==> src/rtl/mem_pkg.sv <==
// Shared types and elaboration checks for the synchronous scratch RAM.
package mem_pkg;

  typedef enum logic {
    ST_CLEAR = 1'b0,
    ST_IDLE  = 1'b1
  } mem_state_e;

  function automatic bit rd_lat_ok(input int lat);
    return (lat == 1) || (lat == 2);
  endfunction

endpackage

==> src/rtl/mem_rd_pipe.sv <==
// Read-response pipeline: RD_LAT-deep valid/data shift register.
// Data stages load only with a valid beat, so the output holds between pulses.
module mem_rd_pipe #(
  parameter int DATA_W = 8,
  parameter int RD_LAT = 1
) (
  input  logic              clk,
  input  logic              rst,
  input  logic              in_valid,
  input  logic [DATA_W-1:0] in_data,
  output logic              out_valid,
  output logic [DATA_W-1:0] out_data
);

  logic [RD_LAT:1]              vld_q;
  logic [RD_LAT:1][DATA_W-1:0]  dat_q;
  logic [RD_LAT:0]              vld_pipe;
  logic [RD_LAT:0][DATA_W-1:0]  dat_pipe;

  assign vld_pipe = {vld_q, in_valid};
  assign dat_pipe = {dat_q, in_data};

  always_ff @(posedge clk or posedge rst) begin
    if (rst) begin
      vld_q <= '0;
      dat_q <= '0;
    end else begin
      for (int s = 1; s <= RD_LAT; s++) begin
        vld_q[s] <= vld_pipe[s-1];
        if (vld_pipe[s-1]) dat_q[s] <= dat_pipe[s-1];
      end
    end
  end

  assign out_valid = vld_pipe[RD_LAT];
  assign out_data  = dat_pipe[RD_LAT];

endmodule

==> src/rtl/mem_sync_rw.sv <==
// Single-port synchronous RAM with valid/ready request port, pipelined read
// response and a clear sequencer that zeroes every word after reset or on demand.
module mem_sync_rw
  import mem_pkg::*;
#(
  parameter int DATA_W = 8,
  parameter int DEPTH  = 4,
  parameter int RD_LAT = 1,
  parameter int ADDR_W = $clog2(DEPTH)
) (
  input  logic              clk,
  input  logic              rst,
  input  logic              req_valid,
  output logic              req_ready,
  input  logic              req_we,
  input  logic [ADDR_W-1:0] req_addr,
  input  logic [DATA_W-1:0] req_wdata,
  output logic              rsp_valid,
  output logic [DATA_W-1:0] rsp_rdata,
  input  logic              clr_start,
  output logic              busy
);

  if (!rd_lat_ok(RD_LAT)) begin : g_bad_lat
    $error("mem_sync_rw: RD_LAT must be 1 or 2");
  end
  if (DEPTH < 2 || (DEPTH & (DEPTH - 1)) != 0) begin : g_bad_depth
    $error("mem_sync_rw: DEPTH must be a power of two >= 2");
  end
  if (ADDR_W != $clog2(DEPTH)) begin : g_bad_aw
    $error("mem_sync_rw: ADDR_W is derived from DEPTH");
  end

  mem_state_e        state, state_nxt;
  logic [ADDR_W-1:0] cnt;
  logic [DATA_W-1:0] mem [DEPTH];
  logic              accept;
  logic              rd_valid;
  logic [DATA_W-1:0] rd_data;

  always_ff @(posedge clk or posedge rst) begin
    if (rst) begin
      state <= ST_CLEAR;
      cnt   <= '0;
    end else begin
      state <= state_nxt;
      cnt   <= (state == ST_CLEAR) ? cnt + 1'b1 : '0;
    end
  end

  // clr_start outranks a same-cycle request: ready drops combinationally
  always_comb begin
    state_nxt = state;
    busy      = 1'b0;
    req_ready = 1'b0;
    case (state)
      ST_CLEAR: begin
        busy = 1'b1;
        if (cnt == ADDR_W'(DEPTH - 1)) state_nxt = ST_IDLE;
      end
      ST_IDLE: begin
        req_ready = !clr_start;
        if (clr_start) state_nxt = ST_CLEAR;
      end
      default: state_nxt = ST_CLEAR;
    endcase
  end

  assign accept = req_valid && req_ready;

  // Array has no reset; the CLEAR walk zeroes it
  always_ff @(posedge clk) begin
    if (state == ST_CLEAR)     mem[cnt]      <= '0;
    else if (accept && req_we) mem[req_addr] <= req_wdata;
  end

  assign rd_valid = accept && !req_we;
  assign rd_data  = mem[req_addr];

  mem_rd_pipe #(
    .DATA_W (DATA_W),
    .RD_LAT (RD_LAT)
  ) u_rd_pipe (
    .clk       (clk),
    .rst       (rst),
    .in_valid  (rd_valid),
    .in_data   (rd_data),
    .out_valid (rsp_valid),
    .out_data  (rsp_rdata)
  );

endmodule

==> config.mk <==
export PLATFORM = sky130hd
export DESIGN_NAME = mem_sync_rw
export DESIGN_NICKNAME = d
export VERILOG_FILES = /design/src/rtl/mem_pkg.sv /design/src/rtl/mem_rd_pipe.sv /design/src/rtl/mem_sync_rw.sv
export SDC_FILE = /design/constraint.sdc
export NUM_CORES = 1
export LEC_CHECK = 0
export BUFFER_PORTS_ARGS = -buffer_cell sky130_fd_sc_hd__buf_4
export CAP_MARGIN = 20
export CORE_ASPECT_RATIO = 0.7
export CORE_MARGIN = 2
export CORE_UTILIZATION = 55
export DETAILED_ROUTE_END_ITERATION = 8
export GPL_TIMING_DRIVEN = 0
export HOLD_SLACK_MARGIN = 0.03
export MAX_ROUTING_LAYER = met4
export PLACE_DENSITY_LB_ADDON = 0.3
export REMOVE_ABC_BUFFERS = 1
export SYNTH_ARGS = -nofsm -noshare
export SYNTH_HDL_FRONTEND = slang
export SYNTH_SLANG_ARGS = --single-unit
export TNS_END_PERCENT = 100
==> constraint.sdc <==
create_clock -name clk -period 2.5 [get_ports clk]
set_clock_uncertainty 0.1 [all_clocks]
set_input_delay 0.375 -clock clk [delete_from_list [all_inputs] [get_ports clk]]
set_output_delay 0.375 -clock clk [all_outputs]
set_load 0.03 [all_outputs]
==> results of run 1 <==
==> routing by layer <==
layer  up-vias  track usage [%]  wire length [um]
li1        413                -                 -
met1       428             22.0              1200
met2        34             27.3              1360
met3         0             5.33               180
met4         0             5.66                 0
met5         -                -                 0
==> synthesized netlist by cell type, drive strengths merged (2+ instances only) <==
cell type and number:
o32ai 2, dfrtp 12, mux2 8, and2 8, nor2b 2, a32o 2
mux4 8, buf 3, inv 5, edfxtp 32
==> power groups by stage <==
| stage | Combinational, uW | Clock (uW) | Sequential (uW) |
|---|---|---|---|
| after floorplan | 339 | 0 | 1310 |
| after detailed placement | 712 | 0 | 1210 |
| final | 704 | 409 | 1190 |
| after global placement | 678 | 0 | 1190 |
| after CTS | 715 | 419 | 1200 |
| after global routing | 753 | 444 | 1230 |
==> through the flow <==
step	util, %	setup WS, ns	power (uW)
finish	67.4	0.598	2310
global route	67.4	0.495	2420
CTS	67.4	0.608	2330
detailed placement	64.5	0.511	1920
global placement	63.6	-0.195	1870
floorplan	-	0.153	1650
==> worst min-delay path: stages <==
cell     delay (ns)
buf_4          0.10
nor2b_1        0.05
a21o_1         0.14
==> final timing paths <==
kind                                   from                                end  slack, ns  cells after the start
hold reg to reg            cnt[0]$_DFF_PP0_                   cnt[0]$_DFF_PP0_       0.39                      1
setup reg to reg            state$_DFF_PP0_                mem[3][4]$_DFFE_PP_       0.60                      3
min in group asynchronous               rst  u_rd_pipe.out_data[1]$_DFFE_PP0P_       0.54                      3
setup / recovery            state$_DFF_PP0_                mem[3][4]$_DFFE_PP_       0.60                      3
hold / removal                    clr_start                    state$_DFF_PP0_       0.31                      3
max in group asynchronous               rst      u_rd_pipe.out_valid$_DFF_PP0_       1.45                      3
==> cell type report <==
type	instances	area, um^2	area share, %
Tap cell	38	47.5	2.27
Clock buffer	7	76.3	3.65
Multi-Input combinational cell	37	465	22.2
Timing Repair Buffer	29	220	10.5
Sequential cell	44	1260	60.3
Inverter	5	18.8	0.897
Clock inverter	1	3.75	0.179
==> registers in the layout, indices dropped and copies added (netlist names) <==
| signal | cells |
|---|---|
| mem | 32 |
| u_rd_pipe.out_data | 8 |
| cnt | 2 |
| state | 1 |
| u_rd_pipe.out_valid | 1 |
==> logic make-up (layout without fill, tap and decap cells) <==
group                      Yosys count  in the layout  share of synthesized area [%]
DFF                                 44             44                           71.4
muxes                               16             16                           17.0
buffers and inverters                9             42                           2.62
and+or+nand+nor                     15             15                           5.74
AOI/OAI and AO/OA                    5              5                           2.55
adders and majority gates            1              1                          0.708
==> metrics.log, run 1 <==
[metrics] post-detailed-routing wire length: 2.75 mm
[metrics] register area share after synthesis: 71.4%
[metrics] global router's overall resource usage: 17.4%
[metrics] status: complete, no violations
[metrics] cell taking the most area after synthesis: edfxtp_1
[metrics] cell count after placement: 152
[metrics] sinks on the clock net: 44
[metrics] post-layout min period: 1.90 ns
[metrics] top fanout value on the critical path: 8
[metrics] Slew Limit Fails: 0
[metrics] Vias per Instance: 5.43
[metrics] Critical Path RT: 2.40 ns
[metrics] number of top-level pins: 26
[metrics] Worst path slowest cell: o32ai_1
[metrics] first-pass iteration count of the detailed router: 4
[metrics] number of synthesized flops with an enable pin: 32
[metrics] net switching power: 693 uW
[metrics] sum of buffers and inverters on the critical path: 1
[metrics] fraction of power spent switching nets: 30.1%
[metrics] core outline area: 3110 um^2
[metrics] hold bufs inserted after CTS: 1
[metrics] post-synth top area share: 54.4%
[metrics] Cell Int Power: 1610 uW
[metrics] number of gates resized after cts: 0
[metrics] netlist area before placement: 1770 um^2
[metrics] gate count after technology mapping: 90
[metrics] final count of negative-setup-slack endpoints: 0
[metrics] cell types with the largest area share after synthesis: edfxtp_1, dfrtp_1, mux4_2
[metrics] row cnt: 17
[metrics] worst stage delay on the critical path: 0.61 ns
[metrics] final design area excluding fillers: 2090 um^2
[metrics] via count of the first global-routing pass: 831
[metrics] Post-layout nets: 138
[metrics] area post-placement: 2000 um^2
[metrics] Filler Cell Count: 219
[metrics] transition time at the pin with the least slew margin: 0.684 ns
[metrics] Pwr per Cell Area: 1100 nW/um^2
[metrics] ys async rst share: 27.3%
[metrics] wire length per cell after detailed routing: 17.1 um
[metrics] number of nets with antenna violations after routing: 0
[metrics] Avg Synthesized Cell Area: 19.6 um^2
[metrics] critical path launch point type: register
[metrics] Seq pwr share: 51.7%
[metrics] CTS tree: yes
[metrics] starting utilization of the core area: 56.9%
[metrics] Hold WC Path Type: in2reg
[metrics] maximum number of pins on one net before global-route repair: 13
[metrics] endpoint kind of the worst setup timing path: register
[metrics] post-CTS setup buffer count: 0
[metrics] Max-cap violations: 0
[metrics] via count: 875
[metrics] most used cells in the layout excluding fill and tap cells: edfxtp_1, buf_4, dfrtp_1
[metrics] number of diodes: 0
[metrics] maximum achievable frequency: 526 MHz
[metrics] final worst-path cycle share: 76.1%
[metrics] setup TNS: 0 ns
[metrics] final weighted congestion in routability-driven placement: 0.736
[metrics] overall die width: 71.7 um
[metrics] height of the die: 51.4 um
[metrics] Clock power frac: 17.8%
[metrics] final count of hold timing violations: 0
[metrics] critical path type: reg2reg
[metrics] most common cell after layout, fill and taps aside: edfxtp_1
[metrics] non-filler instance count after layout: 161
[metrics] area of the die: 3690 um^2
[metrics] worst-skew pair later-pin latency: 0.29 ns
[metrics] IR Drop Worst-Case VDD: 561 uV
[metrics] Longest Clk Path Bufs: 2
[metrics] Relative slew margins: 54.3%
[metrics] count of routing violations after the opening detailed-route iteration: 28
[metrics] number of clock buffers inserted by TritonCTS: 5
[metrics] clock root cell: clkbuf_8
[metrics] H-tree level count: 2
[metrics] hpwl dp: 2.01 mm
[metrics] number of antenna violations at the first check in global routing: 0
[metrics] clock-pin slew of the registers on the worst-case setup and hold paths: 0.08 ns
[metrics] fraction of final layout cells with drive strength greater than 1: 40.7%
[metrics] number of flip-flops and latches in the synthesized netlist: 44
[metrics] combinational share of power: 30.5%
[metrics] global-route wire length before repair: 4.28 mm
[metrics] dominant delay contributor by cell family on the critical path: compound AO/OA/AOI/OAI gates
[metrics] global route overflow: 0
[metrics] smallest hold slack: 0.314 ns
[metrics] number of different library cells in the post-synthesis netlist: 20
[metrics] unrepaired setup endpoints after global routing: false
[metrics] Primary FF master, synth: edfxtp_1
[metrics] ordered list of cells on the worst path: nand4b_1 -> o32ai_1 -> buf_4
[metrics] Port Buffer Count: 25
[metrics] Yosys Warn Count: 0
[metrics] number of design rule violations left after detail routing: 0
[metrics] Area growth syn-to-layout: 18.5%
[metrics] reported leakage power: 0.000836 uW
[metrics] Data arrival, critical path: 1.80 ns
Note: power is estimated with default switching activity, not from simulation.
==> run 2: changes to the inputs <==
Settings changed: CORE_UTILIZATION 55 to 50.
Clock period 2.5 ns to 1.55 ns, I/O delays scaled along.
==> run 2 against run 1 <==
  * Utilization is 2.1 points lower
  * Routed wire length rose by 8.1%
  * Combinational power up 100%
  * Worst setup slack got worse by 0.56 ns
  * Sequential power increased by 61%
  * Critical path depth unchanged
  * Critical path type is now reg2out
  * Critical endpoint is now req_ready
  * Largest power group unchanged
==> metrics.log, run 2 (synthesis gave the netlist of run 1 again) <==
[metrics] status: complete, no violations
[metrics] Slew Limit Fails: 0
[metrics] Vias per Instance: 5.11
[metrics] start point of the worst min-delay path: req_we
[metrics] sinks on the clock net: 44
[metrics] endpoint kind of the worst setup timing path: primary output
[metrics] pre-CTS worst setup slack: -0.487 ns
[metrics] post-detailed-routing wire length: 2.97 mm
[metrics] fraction of final layout cells with drive strength greater than 1: 51.6%
[metrics] net switching power: 1240 uW
[metrics] via count of the first global-routing pass: 942
[metrics] number of diodes: 0
[metrics] register bank with the most flops: mem
[metrics] dominant delay contributor by cell family on the critical path: flip-flops
[metrics] hpwl dp: 1.99 mm
[metrics] Port Buffer Count: 25
[metrics] flip-flop count of the largest register after layout: 32
[metrics] unrepaired setup endpoints after global routing: true
[metrics] maximum achievable frequency: 660 MHz
[metrics] Pwr per Cell Area: 1790 nW/um^2
[metrics] post-layout min period: 1.51 ns
[metrics] fraction of power spent switching nets: 30.8%
[metrics] Hold WC Path Type: in2reg
[metrics] final count of negative-setup-slack endpoints: 0
[metrics] launching element of the worst setup path: state$_DFF_PP0_
[metrics] number of design rule violations left after detail routing: 0
[metrics] critical path type: reg2out
[metrics] launch point of the worst reg-to-reg path: state$_DFF_PP0_
[metrics] Max-cap violations: 0
[metrics] Seq pwr share: 47.7%
[metrics] Cell Int Power: 2790 uW
[metrics] transition time at the pin with the least slew margin: 0.458 ns
[metrics] area of the die: 4030 um^2
[metrics] CTS tree: yes
[metrics] clock root cell: clkbuf_8
[metrics] Clock power frac: 16.8%
[metrics] reported leakage power: 0.000900 uW
[metrics] maximum number of pins on one net before global-route repair: 14
[metrics] number of antenna violations at the first check in global routing: 0
[metrics] worst-skew pair later-pin latency: 0.29 ns
[metrics] sum of buffers and inverters on the critical path: 2
[metrics] final weighted congestion in routability-driven placement: 0.731
[metrics] IR Drop Worst-Case VDD: 887 uV
[metrics] global route overflow: 0
[metrics] core outline area: 3450 um^2
[metrics] Longest Clk Path Bufs: 2
[metrics] H-tree level count: 2
[metrics] starting utilization of the core area: 51.3%
[metrics] number of nets with antenna violations after routing: 0
[metrics] Area growth syn-to-layout: 27.4%
[metrics] global-route wire length before repair: 4.69 mm
[metrics] non-filler instance count after layout: 178
[metrics] critical path launch point type: register
[metrics] smallest hold slack: 0.0405 ns
[metrics] overall die width: 75.0 um
[metrics] most used cells in the layout excluding fill and tap cells: edfxtp_1, buf_4, dfrtp_1
[metrics] number of clock buffers inserted by TritonCTS: 5
[metrics] Post-layout nets: 143
[metrics] top fanout value on the critical path: 5
[metrics] most common cell after layout, fill and taps aside: edfxtp_1
[metrics] Filler Cell Count: 249
[metrics] cell count after placement: 163
[metrics] clock-pin slew of the registers on the worst-case setup and hold paths: 0.08 ns
[metrics] wire length per cell after detailed routing: 16.7 um
[metrics] row cnt: 18
[metrics] Critical Path RT: 1.22 ns
[metrics] ordered list of cells on the worst path: buf_4 -> nor2b_2 -> buf_6
[metrics] first-pass iteration count of the detailed router: 4
[metrics] final count of hold timing violations: 0
[metrics] Relative slew margins: 69.5%
[metrics] final worst-path cycle share: 97.7%
[metrics] global router's overall resource usage: 17.8%
[metrics] number of top-level pins: 26
[metrics] combinational share of power: 35.5%
[metrics] count of routing violations after the opening detailed-route iteration: 46
[metrics] height of the die: 53.7 um
[metrics] fin util: 65.3%
[metrics] worst stage delay on the critical path: 0.44 ns
[metrics] final worst slack: 0.0355 ns
[metrics] Worst path slowest cell: dfrtp_2
[metrics] Data arrival, critical path: 1.18 ns
[metrics] via count: 910
## run 2: cell types whose count changed in the layout (fill, tap and decap cells not counted), sizes merged
cell    change
clkbuf      -2
buf         +5
clkinv      +2
## run 2: through the flow
stage | instance area [um^2] | power, uW | setup TNS [ns]
after global placement | 1990 | 3030 | -25.59
after detailed placement | 2020 | 3110 | -12.31
final | 2250 | 4030 | 0
after floorplan | 1740 | 2650 | -10.01
after CTS | 2200 | 3960 | -0.224
after global routing | 2250 | 4250 | -0.0820
## run 2: power by group through the flow
stage | Combinational (uW) | Sequential [uW] | Clock, uW
global route | 1530 | 1970 | 745
global placement | 1110 | 1920 | 0
CTS | 1340 | 1910 | 704
detailed placement | 1170 | 1940 | 0
finish | 1430 | 1920 | 677
floorplan | 546 | 2110 | 0
## run 2: worst reg2reg max path: cells and delay by family (launching register included)
kind                   cells  cell delay [ns]
DFF                        1             0.40
buffers and inverters      2             0.34
AOI/OAI and AO/OA          1             0.30
and+or+nand+nor            1             0.09
## run 2: layer usage
metal | track usage (%) | part of all wire [%] | vias up
met2 | 27.6 | 47 | 23
met5 | - | 0 | -
met3 | 5.06 | 4.5 | 5
met4 | 6.25 | 1.1 | 0
li1 | - | - | 424
met1 | 22.7 | 47 | 458
## run 2: final timing paths
path	endpoint	slack [ns]	cells after the start
min in group asynchronous	u_rd_pipe.out_data[5]$_DFFE_PP0P_	0.40	3
hold reg to reg	u_rd_pipe.out_data[2]$_DFFE_PP0P_	0.42	1
hold / removal	u_rd_pipe.out_valid$_DFF_PP0_	0.04	2
setup / recovery	req_ready	0.04	3
setup reg to reg	mem[3][2]$_DFFE_PP_	0.04	4
max in group asynchronous	state$_DFF_PP0_	0.61	3
## run 2: area by class of cell
cell class / instances / area (um^2) / share of cell area (%)
repair buffers: 34 / 294 / 13.1
flip-flops and latches: 44 / 1260 / 56.1
multi-input cells: 37 / 531 / 23.6
inverters: 5 / 18.8 / 0.834
well taps: 50 / 62.6 / 2.78
clock buffers: 5 / 68.8 / 3.06
clock inverters: 3 / 13.8 / 0.611
## run 2: what timing repair did
item	in CTS	in global routing
hold buffers	1	0
gates resized for setup	10	6
pin swaps	4	5
setup buffers	3	3
endpoints found under the setup margin	38	37
hold endpoints to repair	12	0
==> run 3: changes to the inputs <==
Settings changed: CORE_ASPECT_RATIO 0.7 to 0.5.
==> run 3 against run 2 <==
  * The run now ends with negative setup slack left
  * Cell area rose by 2.3%
  * Clock-buffer cell count up 1
  * Hold slack improved by 0.15 ns
  * Power is 5.0% higher
  * Via count rose by 1.4%
  * Register-to-register slack lost 0.08 ns
  * Clock power grew 31%
  * Die area rose by 0.52%
  * First-iteration DRC count grew 43%
  * Sequential power about the same
  * Critical path type is now reg2reg
  * Largest power group unchanged
==> metrics.log, run 3 (synthesis gave the netlist of run 1 again) <==
[metrics] Longest Clk Path Bufs: 2
[metrics] final weighted congestion in routability-driven placement: 0.787
[metrics] Worst Reg2Reg Path Length in Cells: 4
[metrics] wire length per cell after detailed routing: 16.6 um
[metrics] launch point of the worst reg-to-reg path: state$_DFF_PP0_
[metrics] Hold WC Path Type: in2reg
[metrics] number of clock buffers inserted by TritonCTS: 5
[metrics] Slew Limit Fails: 0
[metrics] cell count after placement: 164
[metrics] clock-pin slew of the registers on the worst-case setup and hold paths: 0.08 ns
[metrics] final count of negative-setup-slack endpoints: 9
[metrics] endpoint kind of the worst setup timing path: register
[metrics] overall die width: 88.1 um
[metrics] Pwr per Cell Area: 1840 nW/um^2
[metrics] starting utilization of the core area: 51.7%
[metrics] launching element of the worst setup path: state$_DFF_PP0_
[metrics] Max-cap violations: 0
[metrics] Relative slew margins: 67.3%
[metrics] Critical Path RT: 1.46 ns
[metrics] global router's overall resource usage: 17.8%
[metrics] via count of the first global-routing pass: 975
[metrics] final worst slack: -0.0415 ns
[metrics] Data arrival, critical path: 1.50 ns
[metrics] row cnt: 15
[metrics] critical path type: reg2reg
[metrics] core outline area: 3420 um^2
[metrics] Vias per Instance: 5.02
[metrics] via count: 923
[metrics] maximum number of pins on one net before global-route repair: 14
[metrics] Port Buffer Count: 25
[metrics] height of the die: 46.0 um
[metrics] first-pass iteration count of the detailed router: 4
[metrics] clock root cell: clkbuf_8
[metrics] number of nets with antenna violations after routing: 0
[metrics] H-tree level count: 2
[metrics] sinks on the clock net: 44
[metrics] reg2reg end: mem[1][6]$_DFFE_PP_
[metrics] IR Drop Worst-Case VDD: 623 uV
[metrics] last element of the critical path: mem[1][6]$_DFFE_PP_
[metrics] smallest hold slack: 0.188 ns
[metrics] final worst-path cycle share: 103%
[metrics] unrepaired setup endpoints after global routing: true
[metrics] transition time at the pin with the least slew margin: 0.490 ns
[metrics] status: finished, violations left
[metrics] Worst path slowest cell: dfrtp_2
[metrics] Area growth syn-to-layout: 30.3%
[metrics] global-route wire length before repair: 4.77 mm
[metrics] fraction of final layout cells with drive strength greater than 1: 51.9%
[metrics] failing checks: negative setup slack
[metrics] worst stage delay on the critical path: 0.41 ns
[metrics] setup TNS: -0.292 ns
[metrics] area of the die: 4050 um^2
[metrics] maximum achievable frequency: 628 MHz
[metrics] worst-skew pair later-pin latency: 0.29 ns
[metrics] post-layout min period: 1.59 ns
[metrics] CTS tree: yes
[metrics] register bank with the most flops: mem
[metrics] Post-layout nets: 148
[metrics] ordered list of cells on the worst path: nand4b_1 -> buf_4 -> o32ai_4 -> buf_4
[metrics] number of diodes: 0
[metrics] number of antenna violations at the first check in global routing: 0
[metrics] non-filler instance count after layout: 184
[metrics] number of design rule violations left after detail routing: 0
[metrics] internal reg-to-reg setup slack: -0.04 ns
[metrics] flip-flop count of the largest register after layout: 32
[metrics] top fanout value on the critical path: 6
[metrics] critical path launch point type: register
[metrics] global route overflow: 0
[metrics] hpwl dp: 1.92 mm
[metrics] most common cell after layout, fill and taps aside: buf_4
[metrics] final count of hold timing violations: 0
[metrics] critical path's most frequent cell: buf_4
[metrics] reported leakage power: 0.000935 uW
[metrics] number of top-level pins: 26
[metrics] count of routing violations after the opening detailed-route iteration: 66
[metrics] post-detailed-routing wire length: 3.06 mm
[metrics] most used cells in the layout excluding fill and tap cells: buf_4, edfxtp_1, dfrtp_1
-- run 3: cell types whose count changed in the layout (fill, tap and decap cells not counted) --
cell       change
clkbuf_8       +1
buf_12         -1
nor2_2         -1
clkinv_2       -2
and4b_4        -1
and4b_2        +1
bufinv_16      +1
nand2b_4       -1
buf_4          +5
buf_6          +1
nand2b_1       +1
nor2_1         +1
-- run 3: worst max-delay path: cells and delay by family (launching register included) --
family / cells / cell delay (ns)
DFF: 1 / 0.41
buffers and inverters: 2 / 0.35
AOI/OAI and AO/OA: 1 / 0.31
and+or+nand+nor: 1 / 0.14
-- run 3: routing by layer --
metal  track usage (%)  share of wire [%]  vias up
li1                  -                  -      431
met5                 -                  0        -
met4              4.55               0.88        0
met3              5.98                3.2        2
met2              26.5                 49       16
met1              24.0                 47      474
-- run 3: area by class of cell --
type / instances / area, um^2
well taps: 51 / 63.8
fillers: 243 / 1110
multi-input cells: 37 / 518
clock inverters: 2 / 33.8
clock buffers: 6 / 82.6
repair buffers: 39 / 323
inverters: 5 / 18.8
flip-flops and latches: 44 / 1260
-- run 3: worst min path at each step --
stage              start                                 to  cells after the start
2_1_floorplan        rst                   cnt[0]$_DFF_PP0_                      1
3_3_place_gp         rst  u_rd_pipe.out_data[0]$_DFFE_PP0P_                      2
3_5_place_dp         rst      u_rd_pipe.out_valid$_DFF_PP0_                      2
4_1_cts           req_we      u_rd_pipe.out_valid$_DFF_PP0_                      3
5_1_grt        clr_start                    state$_DFF_PP0_                      3
6_report       clr_start                    state$_DFF_PP0_                      3
-- run 3: timing repair --
action,in CTS,in global routing
buffers inserted,8,3
pin swaps,5,3
endpoints found under the hold margin,12,0
hold buffers,1,0
endpoints found under the setup margin,40,14
resized for setup,9,5
cloned,0,0
-- run 3: report_power, final --
part	switching (uW)	internal, uW
registers	173	1750
clock network	368	519
logic	695	725
-- run 3: stage by stage --
| stage | cell area (um^2) | utilization (%) | total power (uW) | setup WS (ns) |
|---|---|---|---|---|
| CTS | 2250 | 66.0 | 4140 | -0.0487 |
| finish | 2300 | 67.4 | 4230 | -0.0415 |
| global placement | 1990 | 58.3 | 3010 | -1.37 |
| floorplan | 1740 | - | 2650 | -0.787 |
| detailed placement | 2020 | 59.1 | 3090 | -0.354 |
| global route | 2300 | 67.4 | 4440 | -0.0844 |
